File: src/rtl/control_burst_manager.sv
// control_burst_manager: SPI-keyed command channel bridging one locked SPI
// slave channel onto an APB2 master for byte-wide burst reads and writes.
module control_burst_manager #(
    parameter int SPI_COUNT   = 8,
    parameter int INDEX_WIDTH = 8,
    parameter int ADDR_BYTES  = 2,
    parameter int TIMEOUT     = 4096
) (
    input  logic                    clk,
    input  logic                    rst,
    input  logic [SPI_COUNT-1:0]    sclks,
    input  logic [SPI_COUNT-1:0]    sins,
    output logic                    sout,
    output logic [INDEX_WIDTH-1:0]  sout_index,
    output logic                    sout_enable,
    output logic [ADDR_BYTES*8-1:0] PADDR,
    output logic                    PSEL,
    output logic                    PENABLE,
    output logic                    PWRITE,
    output logic [7:0]              PWDATA,
    input  logic [7:0]              PRDATA
);
    localparam int AW   = ADDR_BYTES * 8;
    localparam int CH_W = (SPI_COUNT > 1) ? $clog2(SPI_COUNT) : 1;
    localparam int TO_W = $clog2(TIMEOUT + 1);

    typedef enum logic [2:0] {S_IDLE, S_HDR_INDEX, S_HDR_COUNT, S_HDR_ADDR, S_HDR_CMD, S_DATA} state_t;
    typedef enum logic [1:0] {A_IDLE, A_SETUP, A_ACCESS} apb_t;

    // Unlock key, one byte per matcher stage.
    function automatic logic [7:0] key_byte(input logic [2:0] stage);
        case (stage)
            3'd0:    return 8'h92;
            3'd1:    return 8'h9d;
            3'd2:    return 8'h9a;
            3'd3:    return 8'h9b;
            3'd4:    return 8'h29;
            3'd5:    return 8'h35;
            3'd6:    return 8'ha2;
            default: return 8'h65;
        endcase
    endfunction

    logic [SPI_COUNT-1:0] sclk_meta_q, sclk_sync_q, sclk_prev_q, sin_meta_q, sin_sync_q;
    logic [SPI_COUNT-1:0] sclk_rise, sclk_fall, byte_done, key_done;
    logic [SPI_COUNT-1:0][7:0] rx_byte;
    logic frame_clr, match_clr, lock_now, expire, any_edge, apb_start, apb_wr;
    logic l_done, l_fall, l_edge;
    logic [7:0] l_byte;
    logic [CH_W-1:0] win_ch;

    state_t state_q, state_d;
    apb_t apb_q, apb_d;
    logic [CH_W-1:0] ch_q, ch_d;
    logic [7:0] count_q, count_d;
    logic [AW-1:0] addr_q, addr_d, paddr_q, paddr_d;
    logic [1:0] addr_byte_q, addr_byte_d;
    logic is_write_q, is_write_d, auto_inc_q, auto_inc_d;
    logic [INDEX_WIDTH-1:0] index_q, index_d;
    logic sout_en_q, sout_en_d, sout_q, sout_d;
    logic [7:0] tx_shift_q, tx_shift_d, pwdata_q, pwdata_d;
    logic [TO_W-1:0] idle_cnt_q, idle_cnt_d;
    logic psel_q, psel_d, penable_q, penable_d, pwrite_q, pwrite_d;

    // Two-flop synchronisers for every SPI pin, plus a delayed sclk copy for edge detection.
    always_ff @(posedge clk or negedge rst) begin
        if (!rst) begin
            sclk_meta_q <= '0; sclk_sync_q <= '0; sclk_prev_q <= '0;
            sin_meta_q  <= '0; sin_sync_q  <= '0;
        end else begin
            sclk_meta_q <= sclks;       sclk_sync_q <= sclk_meta_q; sclk_prev_q <= sclk_sync_q;
            sin_meta_q  <= sins;        sin_sync_q  <= sin_meta_q;
        end
    end

    assign sclk_rise = sclk_sync_q & ~sclk_prev_q;
    assign sclk_fall = ~sclk_sync_q & sclk_prev_q;

    genvar gi;
    generate
        for (gi = 0; gi < SPI_COUNT; gi++) begin : g_ch
            logic [2:0] bit_cnt_q, bit_cnt_d, stage_q, stage_d;
            logic [6:0] rx_shift_q, rx_shift_d;

            assign byte_done[gi] = sclk_rise[gi] && (bit_cnt_q == 3'd7);
            assign rx_byte[gi]   = {rx_shift_q, sin_sync_q[gi]};
            assign key_done[gi]  = byte_done[gi] && (stage_q == 3'd7) && (rx_byte[gi] == key_byte(3'd7));

            // Byte framing and key matching; a wrong byte that equals the first key byte restarts at stage 1.
            always_comb begin
                bit_cnt_d  = bit_cnt_q;
                rx_shift_d = rx_shift_q;
                stage_d    = stage_q;
                if (frame_clr) begin
                    bit_cnt_d = 3'd0;
                end else if (sclk_rise[gi]) begin
                    bit_cnt_d  = bit_cnt_q + 3'd1;
                    rx_shift_d = {rx_shift_q[5:0], sin_sync_q[gi]};
                end
                if (match_clr) begin
                    stage_d = 3'd0;
                end else if (byte_done[gi]) begin
                    if (rx_byte[gi] == key_byte(stage_q)) stage_d = stage_q + 3'd1;
                    else if (rx_byte[gi] == key_byte(3'd0)) stage_d = 3'd1;
                    else stage_d = 3'd0;
                end
            end

            // Per-channel framing and matcher state.
            always_ff @(posedge clk or negedge rst) begin
                if (!rst) begin
                    bit_cnt_q <= '0; rx_shift_q <= '0; stage_q <= '0;
                end else begin
                    bit_cnt_q <= bit_cnt_d; rx_shift_q <= rx_shift_d; stage_q <= stage_d;
                end
            end
        end
    endgenerate

    // Lowest-numbered channel wins when several complete the key together.
    always_comb begin
        win_ch = '0;
        for (int i = SPI_COUNT - 1; i >= 0; i--) begin
            if (key_done[i]) win_ch = CH_W'(i);
        end
    end

    assign lock_now  = (state_q == S_IDLE) && (|key_done);
    assign l_done    = byte_done[ch_q];
    assign l_fall    = sclk_fall[ch_q];
    assign l_edge    = sclk_rise[ch_q] | sclk_fall[ch_q];
    assign l_byte    = rx_byte[ch_q];
    assign any_edge  = (state_q == S_IDLE) ? (|(sclk_rise | sclk_fall)) : l_edge;
    assign expire    = !any_edge && (idle_cnt_q == TO_W'(TIMEOUT - 1));
    assign frame_clr = expire;
    // Matchers only run while unlocked, so traffic on other channels is ignored during a burst.
    assign match_clr = (state_q != S_IDLE) || lock_now || frame_clr;
    // The access launched on the command byte is always the first read.
    assign apb_wr    = (state_q == S_DATA) && is_write_q;

    // Header/data sequencing, APB master and read-data shifter; an APB access already started always finishes.
    always_comb begin
        state_d = state_q;       apb_d = apb_q;            ch_d = ch_q;
        count_d = count_q;       addr_d = addr_q;          addr_byte_d = addr_byte_q;
        is_write_d = is_write_q; auto_inc_d = auto_inc_q;  index_d = index_q;
        sout_en_d = sout_en_q;   sout_d = sout_q;          tx_shift_d = tx_shift_q;
        psel_d = psel_q;         penable_d = penable_q;    pwrite_d = pwrite_q;
        paddr_d = paddr_q;       pwdata_d = pwdata_q;      apb_start = 1'b0;
        idle_cnt_d = (any_edge || expire) ? '0 : idle_cnt_q + 1'b1;

        case (state_q)
            S_IDLE: if (lock_now) begin
                state_d = S_HDR_INDEX;
                ch_d    = win_ch;
            end
            S_HDR_INDEX: if (l_done) begin
                index_d = INDEX_WIDTH'(l_byte);
                state_d = S_HDR_COUNT;
            end
            S_HDR_COUNT: if (l_done) begin
                count_d     = l_byte;
                addr_byte_d = 2'd0;
                state_d     = S_HDR_ADDR;
            end
            S_HDR_ADDR: if (l_done) begin
                for (int b = 0; b < ADDR_BYTES; b++) begin
                    if (addr_byte_q == 2'(b)) addr_d[b*8 +: 8] = l_byte;
                end
                addr_byte_d = addr_byte_q + 2'd1;
                if (addr_byte_q == 2'(ADDR_BYTES - 1)) state_d = S_HDR_CMD;
            end
            S_HDR_CMD: if (l_done) begin
                is_write_d = l_byte[0];
                auto_inc_d = l_byte[1];
                if (count_q == 8'd0) begin
                    state_d = S_IDLE;
                end else begin
                    state_d = S_DATA;
                    if (!l_byte[0]) begin
                        apb_start = 1'b1;
                        sout_en_d = 1'b1;
                    end
                end
            end
            S_DATA: if (l_done) begin
                count_d = count_q - 8'd1;
                if (is_write_q || (count_q != 8'd1)) apb_start = 1'b1;
                if (count_q == 8'd1) begin
                    state_d   = S_IDLE;
                    sout_en_d = 1'b0;
                end
            end
            default: state_d = S_IDLE;
        endcase

        if (expire && (state_q != S_IDLE)) begin
            state_d   = S_IDLE;
            sout_en_d = 1'b0;
            apb_start = 1'b0;
        end

        // Each sclk fall presents the next read bit, MSB first.
        if (sout_en_q && l_fall) begin
            sout_d     = tx_shift_q[7];
            tx_shift_d = {tx_shift_q[6:0], 1'b0};
        end

        case (apb_q)
            A_IDLE: if (apb_start) begin
                apb_d     = A_SETUP;
                psel_d    = 1'b1;
                penable_d = 1'b0;
                paddr_d   = addr_q;
                pwrite_d  = apb_wr;
                pwdata_d  = apb_wr ? l_byte : 8'h00;
                if (auto_inc_d) addr_d = addr_q + 1'b1;
            end
            A_SETUP: begin
                apb_d     = A_ACCESS;
                penable_d = 1'b1;
            end
            A_ACCESS: begin
                apb_d     = A_IDLE;
                psel_d    = 1'b0;
                penable_d = 1'b0;
                if (!pwrite_q) tx_shift_d = PRDATA;
            end
            default: apb_d = A_IDLE;
        endcase

        if (!sout_en_d) sout_d = 1'b0;
    end

    // Control state and registered outputs.
    always_ff @(posedge clk or negedge rst) begin
        if (!rst) begin
            state_q <= S_IDLE;   apb_q <= A_IDLE;      ch_q <= '0;
            count_q <= '0;       addr_q <= '0;         addr_byte_q <= '0;
            is_write_q <= 1'b0;  auto_inc_q <= 1'b0;   index_q <= '0;
            sout_en_q <= 1'b0;   sout_q <= 1'b0;       tx_shift_q <= '0;
            psel_q <= 1'b0;      penable_q <= 1'b0;    pwrite_q <= 1'b0;
            paddr_q <= '0;       pwdata_q <= '0;       idle_cnt_q <= '0;
        end else begin
            state_q <= state_d;       apb_q <= apb_d;           ch_q <= ch_d;
            count_q <= count_d;       addr_q <= addr_d;         addr_byte_q <= addr_byte_d;
            is_write_q <= is_write_d; auto_inc_q <= auto_inc_d; index_q <= index_d;
            sout_en_q <= sout_en_d;   sout_q <= sout_d;         tx_shift_q <= tx_shift_d;
            psel_q <= psel_d;         penable_q <= penable_d;   pwrite_q <= pwrite_d;
            paddr_q <= paddr_d;       pwdata_q <= pwdata_d;     idle_cnt_q <= idle_cnt_d;
        end
    end

    assign sout        = sout_q;
    assign sout_enable = sout_en_q;
    assign sout_index  = index_q;
    assign PADDR       = paddr_q;
    assign PSEL        = psel_q;
    assign PENABLE     = penable_q;
    assign PWRITE      = pwrite_q;
    assign PWDATA      = pwdata_q;
endmodule

File: config.mk
export PLATFORM = sky130hd
export DESIGN_NAME = control_burst_manager
export DESIGN_NICKNAME = d
export VERILOG_FILES = /design/src/rtl/control_burst_manager.sv
export SDC_FILE = /design/constraint.sdc
export NUM_CORES = 1
export LEC_CHECK = 0
export ABC_AREA = 1
export ABC_CLOCK_PERIOD_IN_PS = 6600
export BUFFER_PORTS_ARGS = -buffer_cell sky130_fd_sc_hd__clkbuf_2
export CORE_ASPECT_RATIO = 0.5
export CORE_MARGIN = 8
export CORE_UTILIZATION = 44
export CTS_CLUSTER_DIAMETER = 120
export DETAILED_ROUTE_END_ITERATION = 10
export RECOVER_POWER = 50
export SLEW_MARGIN = 15
export SYNTH_ARGS = -nofsm -noshare
export SYNTH_HDL_FRONTEND = slang
export SYNTH_SLANG_ARGS = --single-unit
File: constraint.sdc
create_clock -name clk -period 6.6 [get_ports clk]
set_clock_uncertainty 0.2 [all_clocks]
set_input_delay 1.32 -clock clk [delete_from_list [all_inputs] [get_ports clk]]
set_output_delay 1.32 -clock clk [all_outputs]
set_load 0.01 [all_outputs]
# ---- After elaboration in Yosys (flattened, before gate mapping)
# Index checks and enable logic that the tools add are counted.
dict set report op_classes {
  reduce_logical 86
  n_eq_ne 112
  muxes 142
  add_sub_neg 20
  magnitude_cmp 1
  bitwise 7
}
# op n
set op_table {}
lappend op_table {{8-bit case mux with 7 select lines} 8}
lappend op_table {{8-bit two-way mux} 25}
lappend op_table {{3-bit two-way mux} 58}
lappend op_table {{3-bit == test, second input constant} 42}
lappend op_table {{16-bit two-way mux} 5}
lappend op_table {{8-bit by 7-bit == test with 1-bit output, second input constant} 8}
lappend op_table {{8-bit == test} 8}
lappend op_table {{8-bit == test, second input constant} 8}
lappend op_table {{3-bit by 2-bit == test with 1-bit output, second input constant} 18}
lappend op_table {{3-bit by 1-bit adder with 3-bit output, second input constant} 16}
lappend op_table {{2-bit nonzero test} 19}
lappend op_table {{1-bit two-way mux} 30}
lappend op_table {{1-bit logical AND} 29}
lappend op_table {{2-bit AND reduction} 14}
lappend op_table {{3-bit by 1-bit == test with 1-bit output, second input constant} 9}
lappend op_table {{3-bit logical NOT} 9}
lappend op_table {{8-bit binary-select mux with 3-bit select} 1}
lappend op_table {{3-bit case mux with 6 select lines} 1}
lappend op_table {{16-bit by 1-bit adder with 16-bit output, second input constant} 1}
lappend op_table {{8-bit AND} 2}
lappend op_table {{8-bit inverter} 2}
lappend op_table {{8-bit case mux with 2 select lines} 1}
lappend op_table {{8-bit OR reduction} 2}
lappend op_table {{3-bit inequality test, second input constant} 5}
lappend op_table {{29 further kinds} 47}
dict set report word_totals {
  ff_bits 238
  output_inout_bits 37
  inputBits 26
}

# ---- Longest topological paths before layout
# Gate-level depths: netlist (run 1).
dict set report logic_depth {
  ltp_word 14
  depth_mapped 15
}

# ---- Worst setup path before layout (run 1)
# No wires, ideal clock.
dict set report synth_timing {
  path_type {flip-flop to flip-flop}
  start {reg sclk_prev_q[2]}
  end {reg addr_q[2]}
  arrival_time_ns 1.917
  setup_slack_ns 4.362
  period_less_slack_ns 2.238
  path_stages_with_launch 15
  setup_ns 0.122
  cell_sequence {dfrtp_1 > inv_1 > ha_1 > nand2_1 > nand2_1 > nand3_1 > nand3_1 > nand2_2 > nor2_1 > nand2_2 > nand2_4 > nand4_4 > buf_6 > nand2_1 > o21ai_2}
}
# element line_no
set synth_rtl {}
lappend synth_rtl {{start: declaration} 44} ;# logic [SPI_COUNT-1:0] sclk_meta_q, sclk_sync_q, sclk_prev_q, sin_meta_q, sin_sync_q;
lappend synth_rtl {{start signal: assignment} 71} ;# sclk_meta_q <= sclks; sclk_sync_q <= sclk_meta_q; sclk_prev_q <= sclk_sync_q;
lappend synth_rtl {{8-bit inverter} 76} ;# assign sclk_rise = sclk_sync_q & ~sclk_prev_q;
lappend synth_rtl {{8-bit AND} 76}
lappend synth_rtl {{1-bit logical AND} 85} ;# assign byte_done[gi] = sclk_rise[gi] && (bit_cnt_q == 3'd7);
lappend synth_rtl {{1-bit binary-select mux with 3-bit select} 129} ;# assign l_done = byte_done[ch_q];
lappend synth_rtl {{1-bit two-way mux (not written as such)} 129}
lappend synth_rtl {{1-bit two-way mux} 172} ;# S_HDR_CMD: if (l_done) begin
lappend synth_rtl {{1-bit two-way mux} 151} ;# case (state_q)
lappend synth_rtl {{named net auto_inc_d} 58} ;# logic is_write_q, is_write_d, auto_inc_q, auto_inc_d;
lappend synth_rtl {{16-bit two-way mux} 216} ;# if (auto_inc_d) addr_d = addr_q + 1'b1;
lappend synth_rtl {{16-bit two-way mux} 209} ;# A_IDLE: if (apb_start) begin
lappend synth_rtl {{16-bit two-way mux} 208} ;# case (apb_q)
lappend synth_rtl {{named net addr_d[2]} 56} ;# logic [AW-1:0] addr_q, addr_d, paddr_q, paddr_d;
lappend synth_rtl {{end signal: assignment} 245} ;# count_q <= count_d; addr_q <= addr_d; addr_byte_q <= addr_byte_d;
lappend synth_rtl {{end: declaration} 56}
# The timed path passes the listed nets, and every way through them passes these cells. The select of a mux whose other input is x is not followed.
# A chain may end at the register's enable or synchronous reset.

# ---- Final worst setup path (run 1)
dict set report layout_timing {
  start {reg ch_q[1]}
  end {reg g_ch[7].rx_shift_q[5]}
}
dict set report layout_via {
  elab_chain_cells 8
}
# element line_no
set layout_rtl {}
lappend layout_rtl {{start: declaration} 54} ;# logic [CH_W-1:0] ch_q, ch_d;
lappend layout_rtl {{start signal: assignment} 244} ;# state_q <= state_d; apb_q <= apb_d; ch_q <= ch_d;
lappend layout_rtl {{1-bit binary-select mux with 3-bit select} 131} ;# assign l_edge = sclk_rise[ch_q] | sclk_fall[ch_q];
lappend layout_rtl {{1-bit two-way mux (not written as such)} 131}
lappend layout_rtl {{1-bit OR (*)} 131}
lappend layout_rtl {{1-bit two-way mux (*)} 133} ;# assign any_edge = (state_q == S_IDLE) ? (|(sclk_rise | sclk_fall)) : l_edge;
lappend layout_rtl {{1-bit logical NOT (*)} 134} ;# assign expire = !any_edge && (idle_cnt_q == TO_W'(TIMEOUT - 1));
lappend layout_rtl {{1-bit logical AND (*)} 134}
lappend layout_rtl {{1-bit inverter (no line) (*)} --}
lappend layout_rtl {{2-bit AND reduction (no line) (*)} --}
lappend layout_rtl {{end signal: assignment} 114} ;# bit_cnt_q <= bit_cnt_d; rx_shift_q <= rx_shift_d; stage_q <= stage_d;
lappend layout_rtl {{end: declaration} 83} ;# logic [6:0] rx_shift_q, rx_shift_d;
# Every way passes the cells marked *; elsewhere a longest branch is shown, timed or not. The select of a mux whose other input is x is not followed.

==> results of run 1 <==
-- layout by cell type (no fill, tap or decap), types with 3 or more instances in the layout --
master,instances
nand2_1,500
dfrtp_1,238
inv_1,221
o21ai_0,167
nand3_1,159
nor2_1,119
ha_1,90
clkbuf_2,61
a21oi_1,55
xor2_1,50
nor3_1,30
nand4_1,28
clkbuf_16,25
o21ai_1,22
nor4_1,11
nand2_2,9
a31oi_1,9
o211ai_1,9
nand3b_1,8
clkbuf_8,8
o21ai_2,7
xnor2_1,6
nand2_4,5
nor3b_1,5
bufinv_16,5
buf_4,4
nor2_2,3
o21a_1,3
or2_2,3
-- cells in the mapped netlist (all sizes together) --
| master | number | area share |
|---|---|---|
| nor2 | 123 | 0.034 |
| xor2 | 50 | 0.031 |
| or2 | 3 | 0.0013 |
| o32ai | 1 | 0.00062 |
| o22ai | 2 | 0.00089 |
| a22o | 1 | 0.00062 |
| and2 | 2 | 0.00089 |
| o31ai | 1 | 0.00053 |
| ha | 90 | 0.080 |
| o211ai | 9 | 0.0048 |
| xnor2 | 6 | 0.0037 |
| o21a | 3 | 0.0016 |
| clkinv | 1 | 0.00027 |
| nor3b | 5 | 0.0027 |
| a21oi | 57 | 0.021 |
| nand3b | 8 | 0.0043 |
| a31oi | 9 | 0.0040 |
| dfrtp | 238 | 0.42 |
| nor3 | 31 | 0.011 |
| a21boi | 1 | 0.00053 |
| clkbuf | 5 | 0.0013 |
| nand2 | 514 | 0.14 |
| nor4 | 11 | 0.0049 |
| nand4 | 29 | 0.014 |
| nand3 | 162 | 0.059 |
| and3 | 1 | 0.00045 |
| o21ai | 196 | 0.072 |
| inv | 224 | 0.060 |
| buf | 37 | 0.018 |
-- power by group through the flow --
| stage | clock (mW) | combinational [mW] | sequential, mW |
|---|---|---|---|
| 6_report | 1.60 | 0.870 | 1.76 |
| 5_1_grt | 1.71 | 1.02 | 1.78 |
| 4_1_cts | 1.65 | 0.874 | 1.76 |
| 3_5_place_dp | 0 | 0.872 | 1.78 |
| 3_3_place_gp | 0 | 0.858 | 1.79 |
| 2_1_floorplan | 0 | 0.664 | 1.73 |
-- cell families after synthesis --
family / after synthesis
AO/OA/AOI/OAI: 280
adder cells (fa/ha/maj): 90
buffers and inverters: 267
XOR/XNOR: 56
flip-flops: 238
AND/OR/NAND/NOR: 889
-- registers in the layout, summed over array words and instances, names as in the netlist, 13 cells and up --
signal and cells:
addr_q 16, g_ch.stage_q 24, PADDR 16, idle_cnt_q 13, g_ch.bit_cnt_q 24, g_ch.rx_shift_q 56
-- area by class of cell --
| class | count | area (µm²) | area share |
|---|---|---|---|
| clock buffers | 35 | 743 | 0.0475 |
| well taps | 432 | 541 | 0.0346 |
| multi-input cells | 1315 | 6980 | 0.446 |
| flip-flops and latches | 238 | 5960 | 0.381 |
| inverters | 225 | 850 | 0.0543 |
| repair buffers | 67 | 370 | 0.0237 |
| clock inverters | 9 | 199 | 0.0127 |
-- per-layer routing --
layer | routed length [µm] | part of all wire
met1 | 17400 | 0.51
met2 | 14200 | 0.42
met3 | 1910 | 0.056
met4 | 398 | 0.012
met5 | 0 | 0
-- path summary, 6_finish.rpt --
path / endpoint / slack [ps] / depth (start not counted)
max: g_ch[7].rx_shift_q[5]$_DFFE_PN0P_ / 2850 / 11
min: sin_sync_q[1]$_DFF_PN0_ / 150 / 0
max reg2reg: g_ch[7].rx_shift_q[5]$_DFFE_PN0P_ / 2850 / 11
min reg2reg: sin_sync_q[1]$_DFF_PN0_ / 150 / 0
max in group asynchronous: g_ch[3].rx_shift_q[0]$_DFFE_PN0P_ / 4270 / 2
min in group asynchronous: sin_meta_q[4]$_DFF_PN0_ / 620 / 1
-- metrics by stage --
step                      instance area, µm²  hold WS, ps  total power, mW  instances   util
final                                  15600          146             4.24       2321  0.496
after global routing                   15600          150             4.51       2321  0.496
after CTS                              15600          148             4.28       2321  0.496
after detailed placement               14700          135             2.66       2277  0.466
after global placement                 14700          132             2.64       2277  0.466
after floorplan                        14100          131             2.40       1820      -
==> qor.yml, run 1 <==
status: "finished clean"
path_delay_family: "simple AND/OR/NAND/NOR gates"
crit_chain: "inv_1, nand3_1, nand2_1, nand2_1, nand2_1, nand3_1, nand2_2, nand2_2, buf_4, nand2_1, o21ai_0"
max_freq_mhz: 267
clockBufferDepth: 3
path_clk_slew_ps: 70
hpwl_um: 24700
nets: 1988
syn2layout_area_growth_pct: 11.2
core_mm2: 0.0315
synth_area_per_cell_um2: 7.72
yosys.area_share.adder: 0.0801
crit_path_top_delay_cell: "dfrtp_1"
required_ps: 6870
cts_num_sinks: 238
syn_inst: 1820
n_fill_cell: 3138
gp_congestion: 0.854
cp_common_cell: "nand2_1"
yosys_warnings: 0
internal_power_mw: 2.91
synthesis.nets: 1936
synth_compound_area_frac: 0.107
ys_ff_latch: 238
crit_fanout: 26
h-tree-depth: 1
rsz0062_at_grt: "false"
synth-xor-area-share: 0.0349
grt.total_usage: 0.178
setup_violations: 0
tns_ps: 0
drive_gt1_frac: 0.0778
powerDensity_mw_per_mm2: 271
die_w_um: 269
synth_top_family_by_area: "simple AND/OR/NAND/NOR gates"
drt_iter0_drc: 952
p_comb_frac: 0.205
p_leak_nw: 7.72
netlist_area_mm2: 0.0141
rr_startpoint: "ch_q[1]$_DFFE_PN0P_"
busiest_layer: "met1"
p_clk_frac: 0.379
synth_cell_types: 46
n_antenna_cell: 0
portBuffers: 62
power_switching_mw: 1.32
cts_root_buf: "clkbuf_16"
power_frac_seq: 0.416
vias: 11700
dieArea_mm2: 0.0383
start_util: 0.446
ir_drop_v: 0.000192
detail_route.wl_per_cell_um: 14.6
worst_slew_pin_slew_ps: 1080
firstDrtPassIters: 5
crit_arrival_ps: 4020
muxShareOfSynthArea: 0
use_met3: 0.0310
rows: 46
grt_use_met1: 0.270
worstSetupPathType: "flip-flop to flip-flop"
io_pins: 63
grt_pass1_vias: 10800
cp-startpoint: "ch_q[1]$_DFFE_PN0P_"
drt-vias-per-instance: 5.03
slew_headroom: 0.274
worst_setup_path_end_kind: "flip-flop"
antenna_found_initial: 0
grt_first_pass_wirelength_um: 56400
period_minus_slack_ps: 3750
die_y_um: 142
place_ws_ps: 3140
swShare: 0.312
hold_path_startpoint: "sin_meta_q[1]$_DFF_PN0_"
postRouteAntennaNets: 0
maxSlewViolCount: 0
drv_cap: 0
period_share: 0.568
drc: 0
use_met2: 0.264
hold_viol: 0
yosysSeqAreaShare: 0.424
cp-start-kind: "flip-flop"
drt_wl_total_um: 33900
grt.overflow.total: 0
fin_ws_ps: 2850
grt_max_degree: 143
cp.buffers_inverters: 2
hold_buffers: 0
crit_path_max_incr_delay_ps: 860
hold_path.class: "flip-flop to flip-flop"
postCtsSetupBuffers: 0
clk_latency_ps: 560
synth-simple-area-share: 0.275
cts_tree: "yes"
cts_buffers: 25
cts.repair.resized: 0
Note: power is estimated with default switching activity, not from simulation.
==> run 2, diff against run 1 <==
--- a/config.mk
+++ b/config.mk
@@ -6,7 +6,7 @@
 export NUM_CORES = 1
 export LEC_CHECK = 0
 export ABC_AREA = 1
-export ABC_CLOCK_PERIOD_IN_PS = 6600
+export ABC_CLOCK_PERIOD_IN_PS = 3600
 export BUFFER_PORTS_ARGS = -buffer_cell sky130_fd_sc_hd__clkbuf_2
 export CORE_ASPECT_RATIO = 0.5
 export CORE_MARGIN = 8
==> constraint.sdc (replaced) <==
create_clock -name clk -period 3.6 [get_ports clk]
set_clock_uncertainty 0.2 [all_clocks]
set_input_delay 0.72 -clock clk [delete_from_list [all_inputs] [get_ports clk]]
set_output_delay 0.72 -clock clk [all_outputs]
set_load 0.01 [all_outputs]
==> qor.yml, run 2 (same netlist as run 1, synthesis figures left out) <==
status: "finished, violations left"
violations: "max-capacitance violations, max-slew violations"
h-tree-depth: 1
drive_gt1_frac: 0.0805
crit_path_max_incr_delay_ps: 460
cts_root_buf: "clkbuf_16"
cp_common_cell: "nand2_1"
gp_congestion: 0.850
use_met3: 0.0366
crit_path_top_delay_cell: "dfrtp_1"
hpwl_um: 25600
grt_first_pass_wirelength_um: 56600
use_met2: 0.272
worst_slew_pin_slew_ps: 2070
nets: 2000
hold_viol: 0
drc: 0
crit_arrival_ps: 3050
swShare: 0.330
ir_drop_v: 0.000325
crit_chain: "ha_1, nand2_1, nand2_1, nand3_1, nand3_1, nand2_2, nor2_1, nand2_2, nand2_4, nand4_4, nand2_1, o21ai_2"
powerDensity_mw_per_mm2: 463
rr_startpoint: "sclk_sync_q[5]$_DFF_PN0_"
cts_buffers: 24
firstDrtPassIters: 5
postCtsSetupBuffers: 0
antenna_found_initial: 0
cts_num_sinks: 238
required_ps: 3830
max_freq_mhz: 354
portBuffers: 62
n_antenna_cell: 0
cp-start-kind: "flip-flop"
clockBufferDepth: 3
dieArea_mm2: 0.0383
die_w_um: 269
start_util: 0.446
drt_iter0_drc: 862
p_clk_frac: 0.328
grt_max_degree: 76
worst_setup_path_end_kind: "flip-flop"
vias: 11800
drt_wl_total_um: 34400
cp-startpoint: "sclk_sync_q[5]$_DFF_PN0_"
path_clk_slew_ps: 60
n_fill_cell: 3179
drt-vias-per-instance: 5.04
timing.rr.end: "addr_q[4]$_DFF_PN0_"
setup_violations: 0
hold_path.class: "input pin to flip-flop"
worstSetupPathType: "flip-flop to flip-flop"
slew_headroom: -0.379
p_leak_nw: 7.69
top_regs: "g_ch.rx_shift_q x56, g_ch.bit_cnt_q x24, g_ch.stage_q x24"
io_pins: 63
grt.total_usage: 0.180
syn2layout_area_growth_pct: 10.5
power_frac_seq: 0.449
detail_route.wl_per_cell_um: 14.7
endpoint: "addr_q[4]$_DFF_PN0_"
cp.buffers_inverters: 0
path_delay_family: "simple AND/OR/NAND/NOR gates"
internal_power_mw: 4.81
period_minus_slack_ps: 2820
cp.depth: 12
busiest_layer: "met2"
cts_tree: "yes"
power_switching_mw: 2.37
reg2reg_slack_ps: 780
die_y_um: 142
clk_latency_ps: 550
layout_commonest_cell: "nand2_1"
power_mw: 7.19
most-common-layout-cells: "500 x nand2_1, 238 x dfrtp_1, 220 x inv_1"
maxSlewViolCount: 73
tns_ps: 0
rr_worst_depth: 12
p_comb_frac: 0.224
grt.overflow.total: 0
grt_pass1_vias: 11200
holdPathStages: 1
largest_register_ff_count: 56
rows: 46
top_register: "g_ch.rx_shift_q"
rsz0062_at_grt: "false"
crit_fanout: 27
grt_use_met1: 0.262
core_mm2: 0.0315
period_share: 0.784
postRouteAntennaNets: 0
drv_cap: 1
run 2: changes by cell type in the layout (fill, tap and decap cells not counted), sizes merged:
cell	change
buf	+11
clkinv	+7
bufinv	-5
clkbuf	-1
clkinvlp	-1
dlygate4sd3	+1
inv	-1
run 2: layer usage:
layer	vias to the layer above	wire [µm]
li1	6031	-
met2	234	14400
met1	5452	17200
met3	39	2160
met4	0	620
met5	-	0
run 2: power groups by stage:
stage / clock (mW) / sequential (mW) / combinational, mW
after CTS: 2.43 / 3.22 / 1.62
final: 2.35 / 3.23 / 1.61
after global placement: 0 / 3.27 / 1.58
after global routing: 2.52 / 3.27 / 1.87
after detailed placement: 0 / 3.27 / 1.61
after floorplan: 0 / 3.18 / 1.22
run 2: layout make-up:
type	count	area, µm²	share of cell area
multi-input combinational	1315	6980	0.449
clock inverter	9	56.3	0.00363
clock buffer	33	654	0.0421
sequential	238	5960	0.383
timing repair buffer	80	498	0.0321
tap	432	541	0.0348
inverter	225	850	0.0547
run 2: worst min path at each step:
| stage | to | from | slack, ps |
|---|---|---|---|
| after CTS | sin_meta_q[7]$_DFF_PN0_ | sins[7] | 50 |
| after global routing | sin_meta_q[7]$_DFF_PN0_ | sins[7] | 60 |
| final | sin_meta_q[7]$_DFF_PN0_ | sins[7] | 80 |
| after detailed placement | sin_sync_q[0]$_DFF_PN0_ | sin_meta_q[0]$_DFF_PN0_ | 130 |
| after global placement | sin_sync_q[5]$_DFF_PN0_ | sin_meta_q[5]$_DFF_PN0_ | 130 |
| after floorplan | sclk_sync_q[0]$_DFF_PN0_ | sclk_meta_q[0]$_DFF_PN0_ | 130 |
run 2: timing repair:
| item | in CTS | in global routing |
|---|---|---|
| hold buffers | 1 | 0 |
| hold endpoints to repair | 23 | 0 |
| resized for setup | 0 | 0 |
run 2: stage by stage:
step	hold WS, ps	setup WS (ps)	std cells	instance area (µm²)	util
final	80.6	777	2332	15500	0.492
after global routing	57.4	458	2332	15500	0.492
after CTS	49.1	801	2332	15500	0.493
after detailed placement	135	778	2289	14800	0.470
after global placement	131	822	2289	14800	0.470
after floorplan	131	1360	1820	14100	-
run 2: worst reg2reg max path, cell delays in order, from the launching register on:
cell	delay [ps]
dfrtp_1	460
ha_1	300
nand2_1	190
nand2_1	100
nand3_1	140
nand3_1	140
nand2_2	130
nor2_1	190
nand2_2	90
nand2_4	120
nand4_4	400
nand2_1	210
o21ai_2	70
==> run 3, diff against run 2 <==
--- a/config.mk
+++ b/config.mk
@@ -6,7 +6,7 @@
 export NUM_CORES = 1
 export LEC_CHECK = 0
 export ABC_AREA = 1
-export ABC_CLOCK_PERIOD_IN_PS = 3600
+export ABC_CLOCK_PERIOD_IN_PS = 2600
 export BUFFER_PORTS_ARGS = -buffer_cell sky130_fd_sc_hd__clkbuf_2
 export CORE_ASPECT_RATIO = 0.5
 export CORE_MARGIN = 8
==> constraint.sdc (replaced) <==
create_clock -name clk -period 2.6 [get_ports clk]
set_clock_uncertainty 0.2 [all_clocks]
set_input_delay 0.52 -clock clk [delete_from_list [all_inputs] [get_ports clk]]
set_output_delay 0.52 -clock clk [all_outputs]
set_load 0.01 [all_outputs]
==> qor.yml, run 3 (same netlist as run 1, synthesis figures left out) <==
status: "finished, violations left"
violations: "max-capacitance violations, max-slew violations"
antenna_found_initial: 1
hpwl_um: 25800
nets: 2058
powerDensity_mw_per_mm2: 650
swShare: 0.315
cts_root_buf: "clkbuf_16"
route.top_layer_used: "met5"
period_minus_slack_ps: 2440
crit_arrival_ps: 2660
tns_ps: 0
rows: 46
start_util: 0.446
vias: 12100
required_ps: 2830
drt_wl_total_um: 34400
worstSetupPathType: "flip-flop to flip-flop"
cts_tree: "yes"
most-common-layout-cells: "490 x nand2_1, 238 x dfrtp_1, 219 x inv_1"
path_clk_slew_ps: 60
cp-start-kind: "flip-flop"
max_freq_mhz: 410
crit_path_top_delay_cell: "dfrtp_1"
postRouteAntennaNets: 0
drc: 0
crit_fanout: 27
clockBufferDepth: 3
firstDrtPassIters: 5
clk_latency_ps: 540
gp_congestion: 0.864
grt_pass1_vias: 11300
io_pins: 63
path_delay_family: "simple AND/OR/NAND/NOR gates"
top_regs: "g_ch.rx_shift_q x56, g_ch.bit_cnt_q x24, g_ch.stage_q x24"
hold_ws_ps: 38.4
worst_setup_path_end_kind: "flip-flop"
die_w_um: 269
p_leak_nw: 8.10
hold_path_startpoint: "PRDATA[3]"
power_frac_seq: 0.418
power_switching_mw: 3.35
portBuffers: 62
detail_route.wl_per_cell_um: 14.4
h-tree-depth: 1
holdPathStages: 3
met3_length_um: 1760
drt_iter0_drc: 836
grt_max_degree: 61
drv_cap: 1
cp.buffers_inverters: 4
maxSlewViolCount: 60
worst_slew_pin_slew_ps: 1610
layout_commonest_cell: "nand2_1"
die_y_um: 142
holdPathEnd: "tx_shift_q[3]$_DFF_PN0_"
n_antenna_cell: 0
drive_gt1_frac: 0.116
crit_path_max_incr_delay_ps: 440
top_register: "g_ch.rx_shift_q"
p_comb_frac: 0.217
wl_met1_um: 17200
cts_buffers: 25
dieArea_mm2: 0.0383
wl_met2_um: 14900
core_mm2: 0.0315
drt-vias-per-instance: 5.06
hold_viol: 0
n_fill_cell: 3037
internal_power_mw: 7.30
rr_startpoint: "sclk_sync_q[6]$_DFF_PN0_"
crit_chain: "inv_1, ha_1, nand4_1, nor2_1, nand2_1, nand2_2, buf_4, nand3_4, nand4_4, buf_12, nand2_1, inv_1, nor2_1"
regArea_mm2: 0.00596
period_share: 0.938
grt.overflow.total: 0
rr_worst_depth: 13
hold_path.class: "input pin to flip-flop"
grt.total_usage: 0.180
timing.rr.end: "addr_q[8]$_DFF_PN0_"
slew_headroom: -0.0758
largest_register_ff_count: 56
ir_drop_v: 0.000483
cts_num_sinks: 238
syn2layout_area_growth_pct: 16.7
multi_input_area_mm2: 0.00711
reg2reg_slack_ps: 160
setup_violations: 0
grt_first_pass_wirelength_um: 57000
p_clk_frac: 0.364
## run 3: final cells by class
type,count,area share
inverters,225,0.0521
repair buffers,137,0.0636
well taps,432,0.0330
clock buffers,34,0.0439
clock inverters,12,0.0105
multi-input cells,1315,0.434
flip-flops and latches,238,0.363
## run 3: metrics by stage
stage	utilization	std cells	cell area (µm²)	setup slack (ps)	power [mW]
floorplan	-	1820	14100	362	6.09
global placement	0.482	2328	15200	13.1	6.74
detailed placement	0.482	2328	15200	-9.39	6.77
CTS	0.516	2391	16300	28.6	10.7
global route	0.520	2393	16400	-14.7	11.3
finish	0.520	2393	16400	162	10.7
## run 3: worst max path at each step
stage	cells past startpoint	from	end
3_5_place_dp	14	g_ch[3].bit_cnt_q[0]$_DFFE_PN0P_	g_ch[3].stage_q[0]$_DFFE_PN0P_
4_1_cts	15	g_ch[3].bit_cnt_q[0]$_DFFE_PN0P_	g_ch[6].stage_q[0]$_DFFE_PN0P_
5_1_grt	11	g_ch[7].stage_q[0]$_DFFE_PN0P_	g_ch[7].stage_q[0]$_DFFE_PN0P_
2_1_floorplan	14	sclk_prev_q[2]$_DFF_PN0_	addr_q[2]$_DFF_PN0_
6_report	13	sclk_sync_q[6]$_DFF_PN0_	addr_q[8]$_DFF_PN0_
3_3_place_gp	14	g_ch[3].bit_cnt_q[0]$_DFFE_PN0P_	g_ch[7].stage_q[0]$_DFFE_PN0P_
## run 3: per-layer routing
layer,global-route usage,vias up
li1,-,6149
met1,0.263,5668
met2,0.281,246
met3,0.0297,45
met4,0.0319,2
met5,0,-
## run 3: timing repair
action	4_1_cts	5_1_grt
hold endpoints to repair	70	0
hold buffers	17	0
gates resized for setup	2	36
endpoints found under the setup margin	5	109
buffers inserted	0	2
pin swaps	0	1
## run 3: power by group through the flow
stage / sequential (mW) / combinational (mW) / clock [mW]
2_1_floorplan: 4.40 / 1.69 / 0
3_3_place_gp: 4.51 / 2.23 / 0
3_5_place_dp: 4.51 / 2.25 / 0
4_1_cts: 4.45 / 2.29 / 3.98
5_1_grt: 4.51 / 2.67 / 4.12
6_report: 4.45 / 2.32 / 3.88
## run 3: worst register-to-register path, delay by kind of cell, from the launching register on
family / cells / cell delay, ps
fa+ha+maj: 1 / 280
buf+inv: 4 / 480
simple gates: 8 / 940
flops: 1 / 440
